$ cat src/rtl/hb_decim2.sv
// 7-tap half-band decimate-by-2 FIR, h = [-1 0 9 16 9 0 -1]/32, shift-add datapath.
// state | meaning
// IDLE  | waiting for a trigger (every 2nd accepted sample)
// PRE   | symmetric pre-add of the delay line into p_a, p_b, c
// ACC1  | acc = 16*c + 9*p_b
// ACC2  | acc = acc - p_a
// OUT   | round, saturate and strobe the result
module hb_decim2 #(
  parameter int DATA_WIDTH = 8,
  parameter int FRAC_WIDTH = 7
) (
  input  logic                         clk,
  input  logic                         resetn,
  input  logic                         clear,
  input  logic                         enable,
  input  logic signed [DATA_WIDTH-1:0] data_in,
  input  logic                         data_in_ready,
  output logic signed [DATA_WIDTH-1:0] data_out,
  output logic                         data_out_ready,
  output logic                         overrun
);

  localparam int PW = DATA_WIDTH + 1;
  localparam int AW = DATA_WIDTH + 7;
  localparam logic signed [AW-1:0] OUT_MAX = AW'((2 ** (DATA_WIDTH - 1)) - 1);
  localparam logic signed [AW-1:0] OUT_MIN = AW'(-(2 ** (DATA_WIDTH - 1)));
  localparam logic signed [AW-1:0] RND_HALF = AW'(16);

  if (FRAC_WIDTH >= DATA_WIDTH) begin : g_bad_frac
    $error("hb_decim2: FRAC_WIDTH must be smaller than DATA_WIDTH");
  end

  typedef enum logic [2:0] {S_IDLE, S_PRE, S_ACC1, S_ACC2, S_OUT} state_t;

  state_t                  state_q, state_d;
  logic signed [DATA_WIDTH-1:0] x_q [7];
  logic signed [DATA_WIDTH-1:0] x_d [7];
  logic                    phase_q, phase_d;
  logic signed [PW-1:0]    pa_q, pa_d, pb_q, pb_d;
  logic signed [DATA_WIDTH-1:0] c_q, c_d;
  logic signed [AW-1:0]    acc_q, acc_d;
  logic signed [DATA_WIDTH-1:0] dout_q, dout_d;
  logic                    dready_q, dready_d;
  logic                    ovr_q, ovr_d;
  logic                    trigger;
  logic signed [AW-1:0]    rnd, shf;

  always_comb begin
    state_d  = state_q;
    x_d      = x_q;
    phase_d  = phase_q;
    pa_d     = pa_q;
    pb_d     = pb_q;
    c_d      = c_q;
    acc_d    = acc_q;
    dout_d   = dout_q;
    dready_d = 1'b0;
    ovr_d    = ovr_q;
    trigger  = data_in_ready & phase_q;
    rnd      = acc_q + RND_HALF;
    shf      = rnd >>> 5;

    if (clear) begin
      state_d = S_IDLE;
      for (int k = 0; k < 7; k++) x_d[k] = '0;
      phase_d = 1'b0;
      pa_d    = '0;
      pb_d    = '0;
      c_d     = '0;
      acc_d   = '0;
      dout_d  = '0;
      ovr_d   = 1'b0;
    end else if (enable) begin
      // The delay line keeps moving even while a computation is in flight.
      if (data_in_ready) begin
        for (int k = 6; k > 0; k--) x_d[k] = x_q[k-1];
        x_d[0]  = data_in;
        phase_d = ~phase_q;
      end
      unique case (state_q)
        S_IDLE: if (trigger) state_d = S_PRE;
        S_PRE: begin
          pa_d    = PW'(x_q[0]) + PW'(x_q[6]);
          pb_d    = PW'(x_q[2]) + PW'(x_q[4]);
          c_d     = x_q[3];
          state_d = S_ACC1;
          if (trigger) ovr_d = 1'b1;
        end
        S_ACC1: begin
          acc_d   = (AW'(c_q) <<< 4) + (AW'(pb_q) <<< 3) + AW'(pb_q);
          state_d = S_ACC2;
          if (trigger) ovr_d = 1'b1;
        end
        S_ACC2: begin
          acc_d   = acc_q - AW'(pa_q);
          state_d = S_OUT;
          if (trigger) ovr_d = 1'b1;
        end
        S_OUT: begin
          if (shf > OUT_MAX)      dout_d = OUT_MAX[DATA_WIDTH-1:0];
          else if (shf < OUT_MIN) dout_d = OUT_MIN[DATA_WIDTH-1:0];
          else                    dout_d = shf[DATA_WIDTH-1:0];
          dready_d = 1'b1;
          state_d  = trigger ? S_PRE : S_IDLE;
        end
        default: state_d = S_IDLE;
      endcase
    end
  end

  always_ff @(posedge clk or negedge resetn) begin
    if (!resetn) begin
      state_q <= S_IDLE;
      for (int k = 0; k < 7; k++) x_q[k] <= '0;
      phase_q  <= 1'b0;
      pa_q     <= '0;
      pb_q     <= '0;
      c_q      <= '0;
      acc_q    <= '0;
      dout_q   <= '0;
      dready_q <= 1'b0;
      ovr_q    <= 1'b0;
    end else begin
      state_q  <= state_d;
      x_q      <= x_d;
      phase_q  <= phase_d;
      pa_q     <= pa_d;
      pb_q     <= pb_d;
      c_q      <= c_d;
      acc_q    <= acc_d;
      dout_q   <= dout_d;
      dready_q <= dready_d;
      ovr_q    <= ovr_d;
    end
  end

  assign data_out       = dout_q;
  assign data_out_ready = dready_q;
  assign overrun        = ovr_q;

endmodule

$ cat config.mk
export PLATFORM = sky130hd
export DESIGN_NAME = hb_decim2
export DESIGN_NICKNAME = d
export VERILOG_FILES = /design/src/rtl/hb_decim2.sv
export SDC_FILE = /design/constraint.sdc
export NUM_CORES = 1
export LEC_CHECK = 0
export ABC_AREA = 0
export BUFFER_PORTS_ARGS = -buffer_cell sky130_fd_sc_hd__buf_2
export CAP_MARGIN = 0
export CELL_PAD_IN_SITES_DETAIL_PLACEMENT = 0
export CELL_PAD_IN_SITES_GLOBAL_PLACEMENT = 1
export CORE_AREA = 2 2 118 120
export CTS_CLUSTER_SIZE = 12
export DETAILED_ROUTE_END_ITERATION = 10
export DIE_AREA = 0 0 120 122
export PLACE_DENSITY_LB_ADDON = 0.1
export SYNTH_ARGS = -nofsm -noshare
export SYNTH_HDL_FRONTEND = slang
export SYNTH_SLANG_ARGS = --single-unit
export TNS_END_PERCENT = 100
$ cat constraint.sdc
create_clock -name clk -period 5 [get_ports clk]
set_clock_uncertainty 0.2 [all_clocks]
set_input_delay 1 -clock clk [delete_from_list [all_inputs] [get_ports clk]]
set_output_delay 1 -clock clk [all_outputs]
set_load 0.02 [all_outputs]
-- After elaboration in Yosys (flattened, before gate mapping)
Cells that the tools add are included.
- flip-flop bits (word level): 111
- input port bits: 13
- output and inout port bits: 10
- word-level logic and storage cells: 81
- add/sub/neg operators: 6
- $lt $le $gt $ge: 2
- equality and inequality tests: 5
- muxes and demuxes: 35
- bitwise logic cells: 2
- reductions and logical operators: 15
- operators by type and width (kind ; number):
    $mux W56 ; 3
    $mux W8 ; 8
    $mux W9 ; 6
    $mux W15 ; 2
    $pmux W15 S2 ; 1
    $add A8 B8 Y9 ; 2
    $add A15 B6 Y15 const B ; 1
    $pmux W3 S5 ; 1
    $sub A15 B9 Y15 ; 1
    $add A13 B9 Y14 ; 1
    $add A12 B12 Y13 ; 1
    $reduce_bool A2 Y1 ; 6
    $mux W1 ; 11
    $gt A10 B8 Y1 const B ; 1
    $lt A10 B8 Y1 const B ; 1
    $reduce_and A2 Y1 ; 5
    $mux W3 ; 3
    $eq A3 B2 Y1 const B ; 2
    $eq A3 B1 Y1 const B ; 1
    $eq A3 B3 Y1 const B ; 1
    $logic_not A3 Y1 ; 1
    $ne A3 B3 Y1 const B ; 1
    $reduce_and A3 Y1 ; 1
    $reduce_bool A3 Y1 ; 1
    3 further kinds ; 3

-- Logic depth before layout (Yosys ltp)
Gate-level depths: netlist of run 1.
- word-level depth: 7
- mapped depth: 10
- gate-level depth less buffers: 10

-- Worst setup path before layout of run 1
Ideal clock, no wire load.
- path kind: reg-to-reg
- start: register pb_q[4]
- end: register acc_q[12]
- library setup time: 0.126 ns
- data arrival time: 2.561 ns
- slack: 2.113 ns
- stages on the path, launching flop included: 10
- path buffers: 0
- clock period less this slack: 2.887 ns
- cells stage by stage: dfrtp_1 fa_1 ha_1 fa_1 a21o_1 a21oi_1 o21ai_1 a31oi_1 xnor2_1 a221o_1
- cells in the longest elaborated chain, start to end: 5
- ends and longest elaborated chain (element ; RTL line ; text):
    from (decl) ; 39 ; logic signed [PW-1:0] pa_q, pa_d, pb_q, pb_d;
    from (signal assigned) ; 128 ; pb_q <= pb_d;
    $add A12 B12 Y13 ; 90 ; acc_d = (AW'(c_q) <<< 4) + (AW'(pb_q) <<< 3) + AW'(pb_q);
    $add A13 B9 Y14 * ; 90 ;
    $pmux W15 S2 * ; 80 ; unique case (state_q)
    $mux W15 * ; 73 ; end else if (enable) begin
    $mux W15 * ; 63 ; if (clear) begin
    to (signal assigned) ; 119 ; acc_q <= '0;
    to (signal assigned) ; 130 ; acc_q <= acc_d;
    to (decl) ; 41 ; logic signed [AW-1:0] acc_q, acc_d;
Every way passes the cells marked *; elsewhere a longest branch is shown, timed or not. The select of a mux whose other input is x is not followed.
A chain may end at the register's enable or synchronous reset.

-- Worst setup path in the final report of run 1
- start: register pb_q[1]
- end: register acc_q[12]
Same word-level chain as after synthesis.

==> results by group, run 1 <==
GRT
  • Vias in the first global route: 4936
  • Largest net degree at the start of global routing: 95
  • Initial antenna violation count: 0
  • Total GRT Usage: 21.3%
  • GRT overflow: 0
  • First-pass GRT wire length: between 20000 and 25000 um

Yosys
  • Ys flop type: dfrtp_1
  • Async SR Flop Fraction: 100%
  • Synth Register Bits: 111
  • EDFF count, synth: 0
  • Syn Inst Count: 732
  • Yosys cell types: just over 60
  • Avg Cell Area, Syn: 9.01 sq um
  • Sequential fraction of the synthesis area: 42.1%
  • Syn nets: around 800
  • Synthesized cell area: 0.00660 sq mm
  • Yosys Warn Count: 0

Die
  • Initial Utilization: 48.8%
  • Die W: between 100 and 150 um
  • Core Area: 0.0135 sq mm
  • Standard-cell rows: 43
  • Die Y: around 120 um
  • DIE AREA: 0.0146 sq mm
  • Ports: 23

Worst setup path
  • Req. time, crit path: 5.04 ns
  • Top delay family on crit path: adder cells
  • CP startpoint: pb_q[1]
  • Setup crit end: acc_q[12]
  • Biggest cell delay along the critical path: roughly 0.50 ns
  • Startpoint types: flop
  • Worst reg2reg path endpoint: acc_q[12]
  • Critical path endpoint category: flop
  • Cell mode on critical path: fa_1
  • Crit-path max FO: 3
  • CP Depth: 9
  • Kind of critical path: flop to flop
  • Reg2reg path depth: 9
  • Cell Chain, Critical Path: fa_1, ha_1, fa_1, a21o_1, a21oi_1, o21ai_1, a31oi_1, xnor2_1, a221o_1
  • Reg2reg start: pb_q[1]
  • Worst path slowest cell: fa_1
  • WP buf/inv: 0
  • Crit path DAT: about 3.1 ns
  • Reg2reg setup slack: around 1.9 ns

Drt
  • DR DRC count: 0
  • Vias: 5174
  • Via density: 5.65
  • Pre-Repair DR Iteration Count: 5
  • Routed wire length: 14700 um
  • ANT nets after route: 0
  • DR WL/cell: approximately 16 um
  • Iter 0 DRT Violations: around 360

Clocking
  • CTS Root Cell: clkbuf_16
  • Cts bufs inserted: 9
  • Worst-Skew Late Latency: 0.36 ns
  • # clock sinks: between 100 and 150
  • CTS tree: yes
  • CTS resizes: 0
  • H-Tree Level Count: 3
  • Hold Buf Count CTS: 0
  • Post-CTS Setup Bufs: 0
  • Register clock-pin slew on the reported worst setup and hold paths: 0.07 ns
  • Clock Path Buffers: 2

Placed design
  • Placed insts: ~900
  • Post-Place Setup Slack: 1.85 ns
  • GPL Wtd Cong: 0.913
  • Detailed placement HPWL: 10600 um
  • Placed cell areas: 0.00682 sq mm
  • Port bufs: 22

STA
  • Setup tns final: 0 ns
  • RSZ-0062 raised after global routing: false
  • Min Tclk post-route: 3.10 ns
  • Final worst slack: 1.90 ns
  • Final setup vio count: 0
  • Worst relative slew slack: between 10% and 20%
  • Fmax: ~320 MHz
  • Final hold violation count: 0
  • Slew @ Worst Pin: 1.21 ns
  • Fin crit share: 62.0%
  • Slew Viols, Final: 0

Pwr
  • P_leak: 0.00330 uW
  • PwrDens: 248 mW/mm^2
  • Maximum vdd ir drop: 0.000191 V

Min path
  • Min-delay worst type: flop to flop
  • Hold_sp: data_out[0]

Finish
  • Most common cell after layout, fill and taps aside: nand2_1
  • Final core occ: 52.7%
  • N_diodes: 0
  • Area growth, synth to finish: 7.89%
  • Most frequent cells in the layout: 166 x nand2_1, 111 x dfrtp_1, 105 x a21oi_1
  • Design Area, Final: approximately 0.007 sq mm
  • Final net count: approximately 800
  • Share of cells above drive strength 1: under 10%
  • Finished Layout Cells: 915

Outcome
  • Status: completed

Run
  • Max-cap violations: 0
cell families after synthesis:
kind of cell	Yosys count	synth area share (%)
simple gates	252	17.1
compound gates	214	20.8
flops	111	42.1
buf+inv	66	3.89
fa+ha+maj	52	11.1
xor+xnor	32	4.25
mux	5	0.778
layout make-up:
| cell class | instances | area, sq um |
|---|---|---|
| Clock buffer | 11 | 243 |
| Tap cell | 180 | 225 |
| Inverter | 26 | 97.6 |
| Multi-Input combinational cell | 555 | 3570 |
| Timing Repair Buffer | 27 | 150 |
| Fill cell | 1298 | 6390 |
| Sequential cell | 111 | 2780 |
| Clock inverter | 5 | 57.6 |
registers in the layout (all words and copies together), names as in the netlist:
register,flops
pa_q,9
acc_q,15
c_q,8
x_q,56
phase_q,1
overrun,1
data_out,8
data_out_ready,1
pb_q,9
state_q,3
report_power, final:
group          total, uW  leakage (uW)  switching [uW]  internal, uW
Sequential           911       0.00155            7.28           904
Clock                740      0.000149             337           403
Combinational        112       0.00160            80.5          31.6
Total               1760       0.00330             425          1340
tightest hold or removal path: cells and delay by family, from the launching register on:
kind	cells	cell delay, ns
and+or+nand+nor	2	0.10
DFF	1	0.34
cells in the mapped netlist, types with 8 or more instances:
master | number | area (sq um)
ha_1 | 41 | 513
nand3_1 | 8 | 40.0
a21oi_1 | 105 | 526
dfrtp_1 | 111 | 2780
clkbuf_1 | 32 | 120
a21o_1 | 13 | 97.6
xor2_1 | 10 | 87.6
nor2_1 | 22 | 82.6
nand2_1 | 167 | 627
o21ai_0 | 22 | 110
fa_1 | 11 | 220
or3_1 | 9 | 56.3
xnor2_1 | 22 | 193
a22o_1 | 9 | 78.8
inv_1 | 26 | 97.6
per-stage QoR:
| step | power, uW | hold WS, ns |
|---|---|---|
| 6_report | 1760 | 0.265 |
| 5_1_grt | 1830 | 0.325 |
| 3_5_place_dp | 1040 | 0.251 |
| 2_1_floorplan | 997 | 0.273 |
| 3_3_place_gp | 1040 | 0.247 |
| 4_1_cts | 1780 | 0.267 |
worst min-delay path by stage:
stage	to	slack, ns	cells past startpoint
global route	data_out[5]	0.33	2
detailed placement	data_out[0]	0.25	2
CTS	data_out[0]	0.27	2
floorplan	acc_q[0]	0.27	1
finish	data_out[0]	0.27	2
global placement	data_out[0]	0.25	2
metal layers:
layer / share of wire [%] / GRT usage, % / vias to the layer above
met3: 2.6 / 3.00 / 19
met5: 0 / 0 / -
met4: 1.7 / 8.38 / 0
met1: 49 / 29.6 / 2522
li1: - / - / 2554
met2: 47 / 34.0 / 79
(Power assumes the default switching activity.)
==> inputs of run 2 (changes only) <==
CORE_AREA = 2 2 120 122   (was 2 2 118 120)
DIE_AREA = 0 0 122 124   (was 0 0 120 122)
clock period = 3 ns   (was 5 ns; I/O delays follow)
==> results by group, run 2 (synthesized netlist as in run 1, its figures left out) <==
Clocking
  • # clock sinks: 111 (unchanged)
  • Register clock-pin slew on the reported worst setup and hold paths: 0.07 ns (about the same)
  • CTS tree: yes
  • Cts bufs inserted: 9 (unchanged)
  • CTS Root Cell: clkbuf_16
  • H-Tree Level Count: 3 (unchanged)
  • Worst-Skew Late Latency: 0.36 ns (about the same)
  • Clock Path Buffers: 2 (unchanged)

STA
  • Final worst slack: 0.0629 ns (-1.84 ns)
  • Slew Viols, Final: 0 (unchanged)
  • Final setup vio count: 0 (unchanged)
  • RSZ-0062 raised after global routing: true
  • Final hold violation count: 0 (unchanged)
  • Min Tclk post-route: 2.94 ns (-0.161 ns)
  • Slew @ Worst Pin: 1.05 ns (-0.160 ns)
  • Fmax: 340 MHz (+5.5%)
  • Worst relative slew slack: 29.8% (+11 points)
  • Setup tns final: 0 ns (unchanged)
  • Hold Slack: 0.0658 ns (-0.200 ns)
  • Fin crit share: 97.9% (+36 points)

Run
  • Max-cap violations: 0 (unchanged)

Die
  • Standard-cell rows: 43 (unchanged)
  • Die W: 122 um (+1.7%)
  • Initial Utilization: 48.1% (-0.77 points)
  • Die Y: 124 um (+1.6%)
  • DIE AREA: 0.0151 sq mm (+3.3%)
  • Core Area: 0.0137 sq mm (+1.6%)
  • Ports: 23 (unchanged)

Pwr
  • PwrDens: 394 mW/mm^2 (+59%)
  • P_leak: 0.00339 uW (+2.9%)
  • Maximum vdd ir drop: 0.000283 V (+48%)
  • PnR Total Power: 2890 uW (+64%)

Finish
  • Most common cell after layout, fill and taps aside: nand2_1
  • N_diodes: 0 (unchanged)
  • Fillers: 1322 (+1.8%)
  • Multi-input gate area: 0.00362 sq mm (+1.6%)
  • Final net count: 816 (+2.6%)
  • Largest regs: x_q x56, acc_q x15
  • Area growth, synth to finish: 11.3%
  • Reg area: 0.00278 sq mm (unchanged)
  • Share of cells above drive strength 1: 11.5% (+3.6 points)
  • Final core occ: 53.5% (+0.81 points)
  • Reg with most FFs: x_q
  • Max reg flops: 56 (unchanged)
  • Most frequent cells in the layout: 166 x nand2_1, 111 x dfrtp_1, 104 x a21oi_1

GRT
  • First-pass GRT wire length: 26300 um (+6.0%)
  • Initial antenna violation count: 0 (unchanged)
  • Total GRT Usage: 22.2% (+0.91 points)
  • GRT overflow: 0 (unchanged)
  • Largest net degree at the start of global routing: 58 (-39%)
  • Vias in the first global route: 5261 (+6.6%)

Worst setup path
  • Crit-path max FO: 2 (-1)
  • Startpoint types: flop
  • Reg2reg setup slack: 0.06 ns (-1.84 ns)
  • Crit path DAT: 2.96 ns (-0.18 ns)
  • Reg2reg path depth: 9 (unchanged)
  • Kind of critical path: flop to flop
  • Critical path endpoint category: flop
  • Worst reg2reg path endpoint: acc_q[11]
  • Reg2reg start: pb_q[5]
  • Req. time, crit path: 3.02 ns (-2.02 ns)

Drt
  • DR DRC count: 0 (unchanged)
  • Routed wire length: 15900 um (+8.3%)
  • Iter 0 DRT Violations: 279 (-22%)
  • ANT nets after route: 0 (unchanged)
  • Pre-Repair DR Iteration Count: 4 (-1)
  • Vias: 5265 (+1.8%)
  • DR WL/cell: 17.0 um (+5.9%)
  • Via density: 5.63 (-0.52%)

Placed design
  • Port bufs: 22 (unchanged)
  • GPL Wtd Cong: 0.856 (-6.2%)
  • Detailed placement HPWL: 11700 um (+10%)
  • Post-Place Setup Slack: -0.0381 ns (-1.88 ns)

Outcome
  • Status: completed

Min path
  • Min-delay worst type: input port to asynchronous set/reset pin
-- run 2: changes by cell type in the layout (fill, tap and decap cells not counted), sizes merged --
cell and delta:
buf +21, bufinv -1, clkbuf +1, clkinv -1, clkinvlp +1
-- run 2: layout make-up --
class                   instances  area share [%]
well taps                     180            3.07
repair buffers                 48            4.53
inverters                      26            1.33
multi-input cells             555            49.3
clock inverters                 4           0.409
flip-flops and latches        111            37.8
clock buffers                  12            3.49
-- run 2: routing by layer --
layer	vias up	track usage (%)	wire length, um
li1	2601	-	-
met5	-	0	0
met3	27	2.29	267
met2	71	38.6	7930
met1	2566	28.5	7300
met4	0	9.34	440
-- run 2: how the worst max path moves through the flow --
stage	start	slack, ns	depth (start not counted)	end
CTS	pb_q[1]	0.01	9	acc_q[12]
detailed placement	pb_q[1]	-0.04	9	acc_q[12]
global route	pb_q[5]	-0.03	8	acc_q[14]
finish	pb_q[5]	0.06	9	acc_q[11]
global placement	pb_q[5]	0.03	9	acc_q[12]
floorplan	pb_q[4]	0.11	9	acc_q[12]
-- run 2: worst max-delay path, cell delays in order (launching register included) --
cell and delay (ns):
dfrtp_1 0.41, fa_1 0.51, ha_1 0.32, a211o_1 0.31, buf_4 0.14, a21oi_1 0.20
o21ai_0 0.12, xor2_1 0.16, a221oi_1 0.28, o311ai_1 0.15
-- run 2: report_power, final --
part	leakage [uW]	switching, uW	internal, uW
Clock	0.000139	563	612
Combinational	0.00171	140	62.8
Sequential	0.00155	10.9	1510
Total	0.00339	713	2180
-- run 2: what timing repair did --
item,CTS,global route
gates resized for setup,1,8
buffers inserted,0,4
pin swaps,1,7
endpoints found under the setup margin,2,3
hold buffers,0,0
-- run 2: metrics by stage --
step | cell area, sq um | std cells
global placement | 6970 | 916
floorplan | 6600 | 732
global route | 7340 | 936
detailed placement | 6970 | 916
finish | 7340 | 936
CTS | 7260 | 932
==> inputs of run 3 (changes only) <==
PLACE_DENSITY_LB_ADDON = 0.25   (was 0.1)
==> results by group, run 3 (synthesized netlist as in run 1, its figures left out) <==
Clocking
  • Register clock-pin slew on the reported worst setup and hold paths: 0.07 ns (about the same)
  • Cts bufs inserted: 9 (unchanged)
  • # clock sinks: 111 (unchanged)
  • CTS Root Cell: clkbuf_16
  • CTS tree: yes
  • H-Tree Level Count: 3 (unchanged)
  • Worst-Skew Late Latency: 0.36 ns (about the same)
  • Clock Path Buffers: 2 (unchanged)

Drt
  • Pre-Repair DR Iteration Count: 4 (unchanged)
  • DRT met1 WL: 7080 um (-3.0%)
  • Wire length on met2: 7730 um (-2.6%)
  • Iter 0 DRT Violations: 465 (+67%)
  • Via density: 5.60 (-0.51%)
  • Vias: 5210 (-1.0%)
  • Routed wire length: 15600 um (-1.9%)
  • Routed wl met3: 443 um (+66%)
  • DR WL/cell: 16.8 um (-1.4%)
  • Max layer used: met4
  • ANT nets after route: 0 (unchanged)
  • DR DRC count: 0 (unchanged)

Worst setup path
  • Reg2reg start: pb_q[5]
  • Crit-path max FO: 4 (+2)
  • Critical path endpoint category: flop
  • Reg2reg setup slack: 0.02 ns (-0.05 ns)
  • Top delay family on crit path: compound AO/OA/AOI/OAI gates
  • Kind of critical path: flop to flop
  • WP buf/inv: 0 (-1)
  • Startpoint types: flop
  • Crit path DAT: 3.02 ns (+0.06 ns)
  • Cell Chain, Critical Path: fa_2, ha_4, a211o_1, a211oi_2, o21a_1, a211oi_2, and4_4, or3_1
  • Worst path slowest cell: fa_2
  • Worst reg2reg path endpoint: acc_q[14]
  • Req. time, crit path: 3.03 ns (about the same)
  • Reg2reg path depth: 8 (-1)
  • Biggest cell delay along the critical path: 0.62 ns (+0.11 ns)
  • Cell mode on critical path: a211oi_2

Die
  • Core Area: 0.0137 sq mm (unchanged)
  • Die Y: 124 um (unchanged)
  • Standard-cell rows: 43 (unchanged)
  • DIE AREA: 0.0151 sq mm (unchanged)
  • Initial Utilization: 48.1% (unchanged)
  • Ports: 23 (unchanged)
  • Die W: 122 um (unchanged)

Placed design
  • Post-Place Setup Slack: -0.0732 ns (-0.0352 ns)
  • Detailed placement HPWL: 11300 um (-3.0%)
  • Port bufs: 22 (unchanged)
  • GPL Wtd Cong: 0.856 (about the same)

STA
  • Worst relative slew slack: 59.8% (+30 points)
  • Slew @ Worst Pin: 0.587 ns (-0.466 ns)
  • Min Tclk post-route: 2.98 ns (+0.0453 ns)
  • Fin crit share: 99.4% (+1.5 points)
  • Final hold violation count: 0 (unchanged)
  • Final worst slack: 0.0176 ns (-0.0453 ns)
  • Hold Slack: 0.265 ns (+0.200 ns)
  • Slew Viols, Final: 0 (unchanged)
  • Final setup vio count: 0 (unchanged)
  • Fmax: 335 MHz (-1.5%)
  • RSZ-0062 raised after global routing: true
  • Setup tns final: 0 ns (unchanged)

GRT
  • Total GRT Usage: 22.0% (-0.22 points)
  • First-pass GRT wire length: 25900 um (-1.3%)
  • Largest net degree at the start of global routing: 67 (+16%)
  • Vias in the first global route: 5243 (-0.34%)
  • GRT overflow: 0 (unchanged)
  • Initial antenna violation count: 0 (unchanged)

Finish
  • N_diodes: 0 (unchanged)
  • Most common cell after layout, fill and taps aside: nand2_1
  • Most frequent cells in the layout: 166 x nand2_1, 110 x dfrtp_1, 104 x a21oi_1
  • Final core occ: 53.3% (-0.20 points)
  • Max reg flops: 56 (unchanged)
  • Area growth, synth to finish: 10.9%
  • Final net count: 811 (-0.61%)
  • Share of cells above drive strength 1: 11.1% (-0.46 points)
  • Reg with most FFs: x_q
  • Largest regs: x_q x56, acc_q x15

Pwr
  • PwrDens: 397 mW/mm^2 (+0.68%)
  • P_leak: 0.00336 uW (-0.92%)
  • Maximum vdd ir drop: 0.000305 V (+7.7%)

Run
  • Max-cap violations: 0 (unchanged)

Min path
  • Hold Path Sink: x_q[53]
  • Worst Hold Depth: 3
  • Hold_sp: data_in[5]
  • Min-delay worst type: input port to flop

Outcome
  • Status: completed
==> run 3: worst max path at each step <==
stage | to | cells after the start | slack (ns) | startpoint
final | acc_q[14] | 8 | 0.02 | pb_q[5]
after global routing | acc_q[14] | 8 | -0.15 | pb_q[5]
after CTS | acc_q[12] | 9 | 0.01 | pb_q[1]
after detailed placement | acc_q[12] | 9 | -0.07 | pb_q[1]
after global placement | acc_q[12] | 9 | 0.02 | pb_q[1]
after floorplan | acc_q[12] | 9 | 0.11 | pb_q[4]
==> run 3: through the flow <==
step | area (sq um) | instances | total power, uW
global placement | 6930 | 911 | 1750
CTS | 7240 | 929 | 2950
floorplan | 6600 | 732 | 1660
global route | 7310 | 931 | 3040
detailed placement | 6930 | 911 | 1750
finish | 7310 | 931 | 2900
==> run 3: report_power, final <==
| part | total [uW] | switching [uW] | internal [uW] |
|---|---|---|---|
| sequential | 1520 | 12.0 | 1510 |
| combinational | 199 | 137 | 62.5 |
| clock | 1190 | 566 | 619 |
| total | 2900 | 715 | 2190 |
==> run 3: area by class of cell <==
cell class,instances,area (sq um)
Clock buffer,12,256
Tap cell,180,225
Sequential cell,111,2780
Clock inverter,4,33.8
Fill cell,1259,6400
Multi-Input combinational cell,555,3620
Inverter,26,97.6
Timing Repair Buffer,43,298
==> run 3: layer usage <==
layer / global-route usage, % / up-vias
li1: - / 2590
met1: 27.9 / 2516
met2: 37.5 / 80
met3: 4.58 / 24
met4: 7.97 / 0
met5: 0 / -
==> run 3: worst register-to-register path, cell delays in order (launching register included) <==
cell	delay, ns
dfrtp_2	0.44
fa_2	0.62
ha_4	0.21
a211o_1	0.33
a211oi_2	0.24
o21a_1	0.23
a211oi_2	0.08
and4_4	0.16
or3_1	0.36
==> run 3: what timing repair did <==
item | 4_1_cts | 5_1_grt
endpoints found under the setup margin | 2 | 4
endpoints found under the hold margin | 20 | 0
setup buffers | 1 | 2
pin swaps | 3 | 12
resized for setup | 1 | 10
hold buffers | 1 | 0
